--- src/rtl/mem_port_arbiter_if.sv ---
// Shared memory bus between the arbiter (master) and the memory system (slave).
// The handshake is request, address accept, then data complete.
interface mem_port_arbiter_if #(
    parameter int ADDR_W = 32,
    parameter int DATA_W = 32
);
    logic              bus_req;
    logic              bus_wr;
    logic [3:0]        bus_sel;
    logic [ADDR_W-1:0] bus_addr;
    logic [DATA_W-1:0] bus_wdata;
    logic              bus_addr_ok;
    logic              bus_data_ok;
    logic [DATA_W-1:0] bus_rdata;

    modport master (
        output bus_req, bus_wr, bus_sel, bus_addr, bus_wdata,
        input  bus_addr_ok, bus_data_ok, bus_rdata
    );

    modport slave (
        input  bus_req, bus_wr, bus_sel, bus_addr, bus_wdata,
        output bus_addr_ok, bus_data_ok, bus_rdata
    );
endinterface

--- src/rtl/mem_port_arbiter.sv ---
// Arbitrates the fetch port and the data port of the pipeline onto one memory bus.
// Data has priority, and a starvation counter forces a fetch grant after STARVE_MAX data grants.
//   state  | meaning
//   S_IDLE | no transaction; arbitrate and latch the winner's request
//   S_ADDR | bus_req high, waiting for bus_addr_ok
//   S_DATA | address accepted, waiting for bus_data_ok
module mem_port_arbiter #(
    parameter int ADDR_W     = 32,
    parameter int DATA_W     = 32,
    parameter int STARVE_MAX = 4
) (
    input  logic              clk,
    input  logic              rst,
    input  logic              i_req,
    input  logic [ADDR_W-1:0] i_addr,
    input  logic              i_cancel,
    output logic [DATA_W-1:0] i_rdata,
    output logic              i_done,
    output logic              i_stall,
    input  logic              d_req,
    input  logic              d_wr,
    input  logic [3:0]        d_sel,
    input  logic [ADDR_W-1:0] d_addr,
    input  logic [DATA_W-1:0] d_wdata,
    output logic [DATA_W-1:0] d_rdata,
    output logic              d_done,
    output logic              d_stall,
    mem_port_arbiter_if.master bus
);

    localparam int CNT_W = $clog2(STARVE_MAX + 1);
    localparam logic [CNT_W-1:0] CNT_MAX = CNT_W'(STARVE_MAX);

    typedef enum logic [1:0] {S_IDLE, S_ADDR, S_DATA} stateType;
    typedef enum logic [1:0] {OWN_NONE, OWN_FETCH, OWN_DATA} ownerType;

    stateType          stateQ, stateD;
    ownerType          ownerQ;
    logic [ADDR_W-1:0] addrQ;
    logic              wrQ;
    logic [3:0]        selQ;
    logic [DATA_W-1:0] wdataQ;
    logic [CNT_W-1:0]  starveQ;
    logic              dropQ;
    logic [DATA_W-1:0] iRdataQ, dRdataQ;
    logic              iDoneQ, dDoneQ;

    logic              iElig, dElig, settle;
    logic              grantData, grantFetch, complete, fetchDrop;

    assign iElig     = i_req & ~iDoneQ;
    assign dElig     = d_req & ~dDoneQ;
    // Nothing is granted in a done cycle: both ports see their done before re-requesting.
    assign settle    = iDoneQ | dDoneQ;
    assign fetchDrop = dropQ | i_cancel;

    always_ff @(posedge clk or negedge rst) begin
        if (!rst) stateQ <= S_IDLE;
        else      stateQ <= stateD;
    end

    always_comb begin
        stateD     = stateQ;
        grantData  = 1'b0;
        grantFetch = 1'b0;
        complete   = 1'b0;
        case (stateQ)
            S_IDLE: begin
                if (!settle) begin
                    if (dElig && !(starveQ == CNT_MAX && iElig)) grantData = 1'b1;
                    else if (iElig)                              grantFetch = 1'b1;
                end
                if (grantData || grantFetch) stateD = S_ADDR;
            end
            S_ADDR: begin
                if (bus.bus_addr_ok) begin
                    if (bus.bus_data_ok) begin
                        complete = 1'b1;
                        stateD   = S_IDLE;
                    end else begin
                        stateD = S_DATA;
                    end
                end
            end
            S_DATA: begin
                if (bus.bus_data_ok) begin
                    complete = 1'b1;
                    stateD   = S_IDLE;
                end
            end
            default: stateD = S_IDLE;
        endcase
    end

    always_ff @(posedge clk or negedge rst) begin
        if (!rst) begin
            ownerQ  <= OWN_NONE;
            addrQ   <= '0;
            wrQ     <= 1'b0;
            selQ    <= 4'b0000;
            wdataQ  <= '0;
            starveQ <= '0;
            dropQ   <= 1'b0;
            iRdataQ <= '0;
            dRdataQ <= '0;
            iDoneQ  <= 1'b0;
            dDoneQ  <= 1'b0;
        end else begin
            if (grantData) begin
                ownerQ <= OWN_DATA;
                addrQ  <= d_addr;
                wrQ    <= d_wr;
                selQ   <= d_sel;
                wdataQ <= d_wdata;
            end else if (grantFetch) begin
                ownerQ <= OWN_FETCH;
                addrQ  <= i_addr;
                wrQ    <= 1'b0;
                selQ   <= 4'b1111;
                wdataQ <= '0;
            end else if (complete) begin
                ownerQ <= OWN_NONE;
            end

            if (!i_req || grantFetch)                  starveQ <= '0;
            else if (grantData && starveQ != CNT_MAX) starveQ <= starveQ + 1'b1;

            if (complete)                                dropQ <= 1'b0;
            else if (i_cancel && ownerQ == OWN_FETCH)    dropQ <= 1'b1;

            iDoneQ <= complete && ownerQ == OWN_FETCH && !fetchDrop;
            dDoneQ <= complete && ownerQ == OWN_DATA;

            if (complete && ownerQ == OWN_FETCH && !fetchDrop) iRdataQ <= bus.bus_rdata;
            if (complete && ownerQ == OWN_DATA && !wrQ)        dRdataQ <= bus.bus_rdata;
        end
    end

    assign bus.bus_req   = (stateQ == S_ADDR);
    assign bus.bus_wr    = wrQ;
    assign bus.bus_sel   = selQ;
    assign bus.bus_addr  = addrQ;
    assign bus.bus_wdata = wdataQ;

    assign i_rdata = iRdataQ;
    assign i_done  = iDoneQ;
    assign d_rdata = dRdataQ;
    assign d_done  = dDoneQ;
    // Stalls are held low while in reset so every output reads zero.
    assign i_stall = rst & i_req & ~iDoneQ;
    assign d_stall = rst & d_req & ~dDoneQ;

endmodule

--- src/flat_wrapper.sv ---
// flat-port wrapper written by rule: the top's interface ports become plain ports
module mem_port_arbiter_flat 
#(
    parameter int ADDR_W     = 32,
    parameter int DATA_W     = 32,
    parameter int STARVE_MAX = 4
)
  (clk, rst, i_req, i_addr, i_cancel, i_rdata, i_done, i_stall, d_req, d_wr, d_sel, d_addr, d_wdata, d_rdata, d_done, d_stall, bus_bus_req, bus_bus_wr, bus_bus_sel, bus_bus_addr, bus_bus_wdata, bus_bus_addr_ok, bus_bus_data_ok, bus_bus_rdata);
  mem_port_arbiter_if #(.ADDR_W(ADDR_W), .DATA_W(DATA_W)) bus_i ();
  input  logic clk;
  input  logic rst;
  input  logic i_req;
  input  logic [ADDR_W-1:0] i_addr;
  input  logic i_cancel;
  output logic [DATA_W-1:0] i_rdata;
  output logic i_done;
  output logic i_stall;
  input  logic d_req;
  input  logic d_wr;
  input  logic [3:0] d_sel;
  input  logic [ADDR_W-1:0] d_addr;
  input  logic [DATA_W-1:0] d_wdata;
  output logic [DATA_W-1:0] d_rdata;
  output logic d_done;
  output logic d_stall;
  output wire logic [$bits(bus_i.bus_req)-1:0] bus_bus_req;
  output wire logic [$bits(bus_i.bus_wr)-1:0] bus_bus_wr;
  output wire logic [$bits(bus_i.bus_sel)-1:0] bus_bus_sel;
  output wire logic [$bits(bus_i.bus_addr)-1:0] bus_bus_addr;
  output wire logic [$bits(bus_i.bus_wdata)-1:0] bus_bus_wdata;
  input wire logic [$bits(bus_i.bus_addr_ok)-1:0] bus_bus_addr_ok;
  input wire logic [$bits(bus_i.bus_data_ok)-1:0] bus_bus_data_ok;
  input wire logic [$bits(bus_i.bus_rdata)-1:0] bus_bus_rdata;
  assign bus_bus_req = bus_i.bus_req;
  assign bus_bus_wr = bus_i.bus_wr;
  assign bus_bus_sel = bus_i.bus_sel;
  assign bus_bus_addr = bus_i.bus_addr;
  assign bus_bus_wdata = bus_i.bus_wdata;
  assign bus_i.bus_addr_ok = bus_bus_addr_ok;
  assign bus_i.bus_data_ok = bus_bus_data_ok;
  assign bus_i.bus_rdata = bus_bus_rdata;
  mem_port_arbiter #(.ADDR_W(ADDR_W), .DATA_W(DATA_W), .STARVE_MAX(STARVE_MAX)) u_core (.clk(clk), .rst(rst), .i_req(i_req), .i_addr(i_addr), .i_cancel(i_cancel), .i_rdata(i_rdata), .i_done(i_done), .i_stall(i_stall), .d_req(d_req), .d_wr(d_wr), .d_sel(d_sel), .d_addr(d_addr), .d_wdata(d_wdata), .d_rdata(d_rdata), .d_done(d_done), .d_stall(d_stall), .bus(bus_i));
endmodule
--- config.mk ---
export PLATFORM = sky130hd
export DESIGN_NAME = mem_port_arbiter_flat
export DESIGN_NICKNAME = d
export VERILOG_FILES = /design/src/rtl/mem_port_arbiter_if.sv /design/src/rtl/mem_port_arbiter.sv /design/src/flat_wrapper.sv
export SDC_FILE = /design/constraint.sdc
export NUM_CORES = 1
export LEC_CHECK = 0
export ABC_CLOCK_PERIOD_IN_PS = 4500
export CAP_MARGIN = 20
export CORE_AREA = 4 4 103 143
export CTS_CLUSTER_SIZE = 12
export DETAILED_ROUTE_END_ITERATION = 16
export DIE_AREA = 0 0 107 147
export GPL_ROUTABILITY_DRIVEN = 0
export GPL_TIMING_DRIVEN = 0
export PLACE_DENSITY = 0.82
export SYNTH_ARGS = -nofsm -noshare
export SYNTH_HDL_FRONTEND = slang
export SYNTH_SLANG_ARGS = --single-unit
--- constraint.sdc ---
create_clock -name clk -period 4.5 [get_ports clk]
set_input_delay 0.675 -clock clk [delete_from_list [all_inputs] [get_ports clk]]
set_output_delay 0.675 -clock clk [all_outputs]
set_load 0.005 [all_outputs]
# Word level (Yosys, flattened, before mapping)
# Index checks and enable logic that the tools add are counted.
[totals] input_bits=140 reg_bits=143 word_cells=84
[op_classes] addsub=1 muxes=32 reduce_logical=20 n_eq_ne=9 bitwise_logic=10
[ops] cell="$mux 32" n=4
[ops] cell="$mux 1" n=15
[ops] cell="$mux 2" n=7
[ops] cell="$logic_and 1x1->1" n=8
[ops] cell="$mux 4" n=2
[ops] cell="$and 1x1->1" n=6
[ops] cell="$mux 3" n=2
[ops] cell="$pmux 2 s3" n=1
[ops] cell="$reduce_bool 2->1" n=3
[ops] cell="$eq 2x1->1 const B" n=2
[ops] cell="$eq 2x2->1 const B" n=2
[ops] cell="$logic_not 1->1" n=4
[ops] cell="$ne 2x1->1 const B" n=2
[ops] cell="$add 3x1->3 const B" n=1
[ops] cell="$eq 3x3->1 const B" n=1
[ops] cell="$ne 3x3->1 const B" n=1
[ops] cell="$reduce_and 3->1" n=1
[ops] cell="$reduce_bool 3->1" n=1
[ops] cell="$logic_not 2->1" n=1
[ops] cell="$logic_or 1x1->1" n=2
[ops] cell="$ne 2x2->1 const B" n=1
[ops] cell="$not 1->1" n=2
[ops] cell="$or 1x1->1" n=2
[ops] cell="$pmux 1 s2" n=1

# Longest topological paths before layout
[logic_depth] word_depth=12 depth_mapped=8 depth_no_buf=6

# Worst setup path before layout
# No wires, ideal clock.
[synth_timing] kind="register to register" from="reg u_core.stateQ[1]" to="reg u_core.iRdataQ[10] (netlist: u_core.i_rdata[10])" path_stages_with_launch=8 path_slack_ps=2502 n_path_buf=1 setup_time_ps=125 t_arrival_ps=1874 path_cell_list="dfrtp_1 inv_1 ha_1 a21o_1 nand3_4 nor4_4 buf_6 mux2_2"
[synth_via] elab_chain_cells=4 elab_cells_between_ends=5 cone_classes="eq/ne: 2; mux: 1; reduce/logical: 2"
[synth_rtl] element="from (decl)" line="mem_port_arbiter.sv:37" text="stateType stateQ, stateD;"
[synth_rtl] element="from (signal assigned)" line="mem_port_arbiter.sv:59" text="else stateQ <= stateD;"
[synth_rtl] element="$eq 2x1->1"
[synth_rtl] element="via bus_bus_req" line="flat_wrapper.sv:26" text="output wire logic [$bits(bus_i.bus_req)-1:0] bus_bus_req;"
[synth_rtl] element="$pmux 1 s2" line="mem_port_arbiter.sv:67" text="case (stateQ)"
[synth_rtl] element="$logic_and 1x1->1 (2 in series)" line="mem_port_arbiter.sv:134" text="if (complete && ownerQ == OWN_FETCH && !fetchDrop) iRdataQ <= bus.bus_rdata;"
[synth_rtl] element="to (signal assigned)" line="mem_port_arbiter.sv:134"
[synth_rtl] element="to (decl)" line="mem_port_arbiter.sv:45" text="logic [DATA_W-1:0] iRdataQ, dRdataQ;"
# The timed path passes the listed nets, and every way through them passes these cells.
# A chain may end at the register's enable or synchronous reset.

# Worst setup path after layout
[layout_timing] from="in d_req" to="out d_stall"
[layout_via] elab_chain_cells=2
[layout_rtl] element="from (decl)" line="flat_wrapper.sv:18" text="input logic d_req;"
[layout_rtl] element="$and 1x1->1 (2 in series)" line="mem_port_arbiter.sv:151" text="assign d_stall = rst & d_req & ~dDoneQ;"
[layout_rtl] element="to (decl)" line="flat_wrapper.sv:25" text="output logic d_stall;"
# Every way passes these cells.

==> reports/qor.txt <==
Yosys cell types - 35
total power - 6.00 mW
initial antenna violation count - 0
first-pass GRT wire length - 28,000 um
Die ar. - 15,700 um^2
Max clock buf depth - 2
critical path arrival - 2.24 ns
grt met1 use - 0.240
Primary FF master, synth - dfrtp_1
Fin Hold WS - 0.223 ns
Die Y - 147 um
WL final - 17,700 um
Crit Path Class - in2out
Global Route Usage Sum - 0.228
most used routing layer - met2
Async SR Flop Fraction - 1.00
first-pass iteration count of the detailed router - 5
Largest stage delay, worst path - 0.55 ns
final std cells w/o fill - 913
area added between synthesis and finish - 62.2%
Logic pwr share - 0.411
Top delay family on crit path - buffers and inverters
max-cap violations - 0
Post-DP HPWL - 13,600 um
Yosys reg bits - 143
CP Data Required Time - 3.83 ns
min cycle time layout - 2.92 ns
Final Cycle Share - 0.649
met2 Usage GRT - 0.413
Synth Warn # - 0
CP Capture Type - output port
register area share after synthesis - 0.616
Max FO, Critical Path - 10
Worst-path clk slew - 0.06 ns
Finished Cell Area - 9430 um^2
Vias/cell - 5.05
clk_skew - 0.0123 ns
Switch Pwr - 1.81 mW
cts bufs inserted - 17
mapped cell area - 5810 um^2
clock latency on the worst-skew pair - 0.41 ns
fin. max-slew vios - 0
Clock Power Share - 0.234
Internal - 4.19 mW
setup tns final - 0 ns
count of port buffers added during placement - 276
Ports - 278
Initial Util - 0.434
cts-stage hold buffer count - 0
Routed WL per cell - 19.4 um
Core ar. - 13,400 um^2
Leak - 4.12 nW
largest net degree at the start of global routing - 84
fin nets - 864
Placed Cells - 881
Die Wd - 107 um
Post-CTS Setup Inserts - 0
top-count cell post-synth - dfrtp_1
# resized after CTS - 0
top cell type's share of synthesized area - 0.616
setup slack at placement - 1.59 ns
class of the most critical hold timing path - in2async
ANT nets after route - 0
DRC violations left - 0
slowest CP cell - clkdlybuf4s50_1
Final setup violation count - 0
PD cells - 636 nW/um^2
met3 usage in global routing - 0.0840
routed vias - 4,608
Syn Area/Cell - 13.8 um^2
Site Rows - 50
Placed Area - 8830 um^2
htree depth - 4
ant diodes - 0
Commonest cells post-synth - dfrtp_1 (143), mux2_2 (65), nand2_1 (40), a22o_1 (33), mux2i_1 (33)
CTS tree - built
Worst VDD drop - 0.343 mV
Syn Nets - 568
share of cells above drive strength 1 - 0.164
grt ovf - 0
Startpoint Class - input port
setup ws final - 1.58 ns
switch share - 0.301
Mapped Cells - 422
Post-synth EDFFs - 0
Finished Core Util - 0.704
Final Hold Viols - 0
CP cell instances - clkdlybuf4s50_1 > clkbuf_1 > nand2_1 > nor2_1 > clkdlybuf4s50_1
Reg power frac - 0.356
unrepaired setup endpoints after global routing - false
Synth area leaders - dfrtp_1 (62%), mux2_2 (13%), mux2i_1 (5.7%)
FMAX - 0.343 GHz
worst relative slew slack - 0.593
root buf cell - clkbuf_16
CP Buf/Inv Count - 3
status - complete, no violations
Starting DRT DRC Count - 185
vias in the first global route - 5,205
CTS sink cnt - 143
most frequent CP cell - clkdlybuf4s50_1
Tightest Pin Transition - 0.606 ns
largest area contributor in the netlist - dfrtp_1
==> worst reg2reg max path, delay by kind of cell, from the launching register on <==
| family | cells | cell delay [ns] |
|---|---|---|
| AO/OA/AOI/OAI | 1 | 0.17 |
| AND/OR/NAND/NOR | 2 | 0.67 |
| adder cells (fa/ha/maj) | 1 | 0.23 |
| multiplexers | 1 | 0.35 |
| flip-flops | 1 | 0.38 |
| buffers and inverters | 2 | 0.36 |
==> area by class of cell <==
cell class                      count  area, um^2
Fill cell                         976        3960
Sequential cell                   143        3580
Timing Repair Buffer              277        2790
Multi-Input combinational cell    247        2020
Clock buffer                       18         439
Tap cell                          182         228
Buffer                             25         183
Clock inverter                     14         156
Inverter                            7        26.3
==> cells in the final DEF, fill, tap and decap left out, types with 7 or more instances in the layout <==
master	n
a22o_1	33
clkbuf_1	9
clkbuf_16	17
clkdlybuf4s50_1	275
dfrtp_1	143
inv_1	7
mux2_2	65
mux2i_1	33
nand2_1	40
nor2_1	7
o21ai_0	13
o21ai_1	21
==> flip-flops by register name, summed over array words and instances (netlist names), 2 cells and up <==
signal	flops
u_core.bus.bus_addr	32
u_core.bus.bus_sel	4
u_core.bus.bus_wdata	32
u_core.d_rdata	32
u_core.i_rdata	32
u_core.ownerQ	2
u_core.starveQ	3
u_core.stateQ	2
==> per-layer routing <==
layer | part of all wire | routed length (um) | vias to the layer above
li1 | - | - | 2098
met1 | 0.35 | 6210 | 2269
met2 | 0.54 | 9480 | 205
met3 | 0.087 | 1530 | 36
met4 | 0.027 | 472 | 0
met5 | 0 | 0 | -
==> power by group through the flow <==
stage,clock network (mW),logic [mW],registers [mW]
3_3_place_gp,0,2.42,2.12
6_report,1.40,2.46,2.13
2_1_floorplan,0,0.934,2.16
3_5_place_dp,0,2.48,2.15
4_1_cts,1.43,2.50,2.13
5_1_grt,1.48,2.67,2.20
==> kinds of logic (layout without fill, tap and decap cells) <==
logic type               Yosys count  in the layout  synth area share
adder cells (fa/ha/maj)            6              6            0.0129
AND/OR/NAND/NOR                   62             62            0.0547
buffers and inverters             32            341            0.0360
AO/OA/AOI/OAI                     81             81            0.0978
multiplexers                      98             98             0.183
flip-flops                       143            143             0.616
==> final timing paths <==
check	start	endpoint	slack (ns)	depth (start not counted)
hold / removal	rst	u_core.stateQ[0]$_DFFE_PN0P_	0.22	1
min in group clk	u_core.bus.bus_addr[27]$_DFFE_PN0P_	u_core.bus.bus_addr[27]$_DFFE_PN0P_	0.48	2
max in group asynchronous	rst	u_core.bus.bus_wdata[13]$_DFFE_PN0P_	3.48	2
setup reg to reg	u_core.stateQ[1]$_DFFE_PN0P_	u_core.i_rdata[22]$_DFFE_PN0P_	2.21	7
hold reg to reg	u_core.bus.bus_addr[27]$_DFFE_PN0P_	u_core.bus.bus_addr[27]$_DFFE_PN0P_	0.48	2
setup / recovery	d_req	d_stall	1.58	5
(Power assumes the default switching activity.)
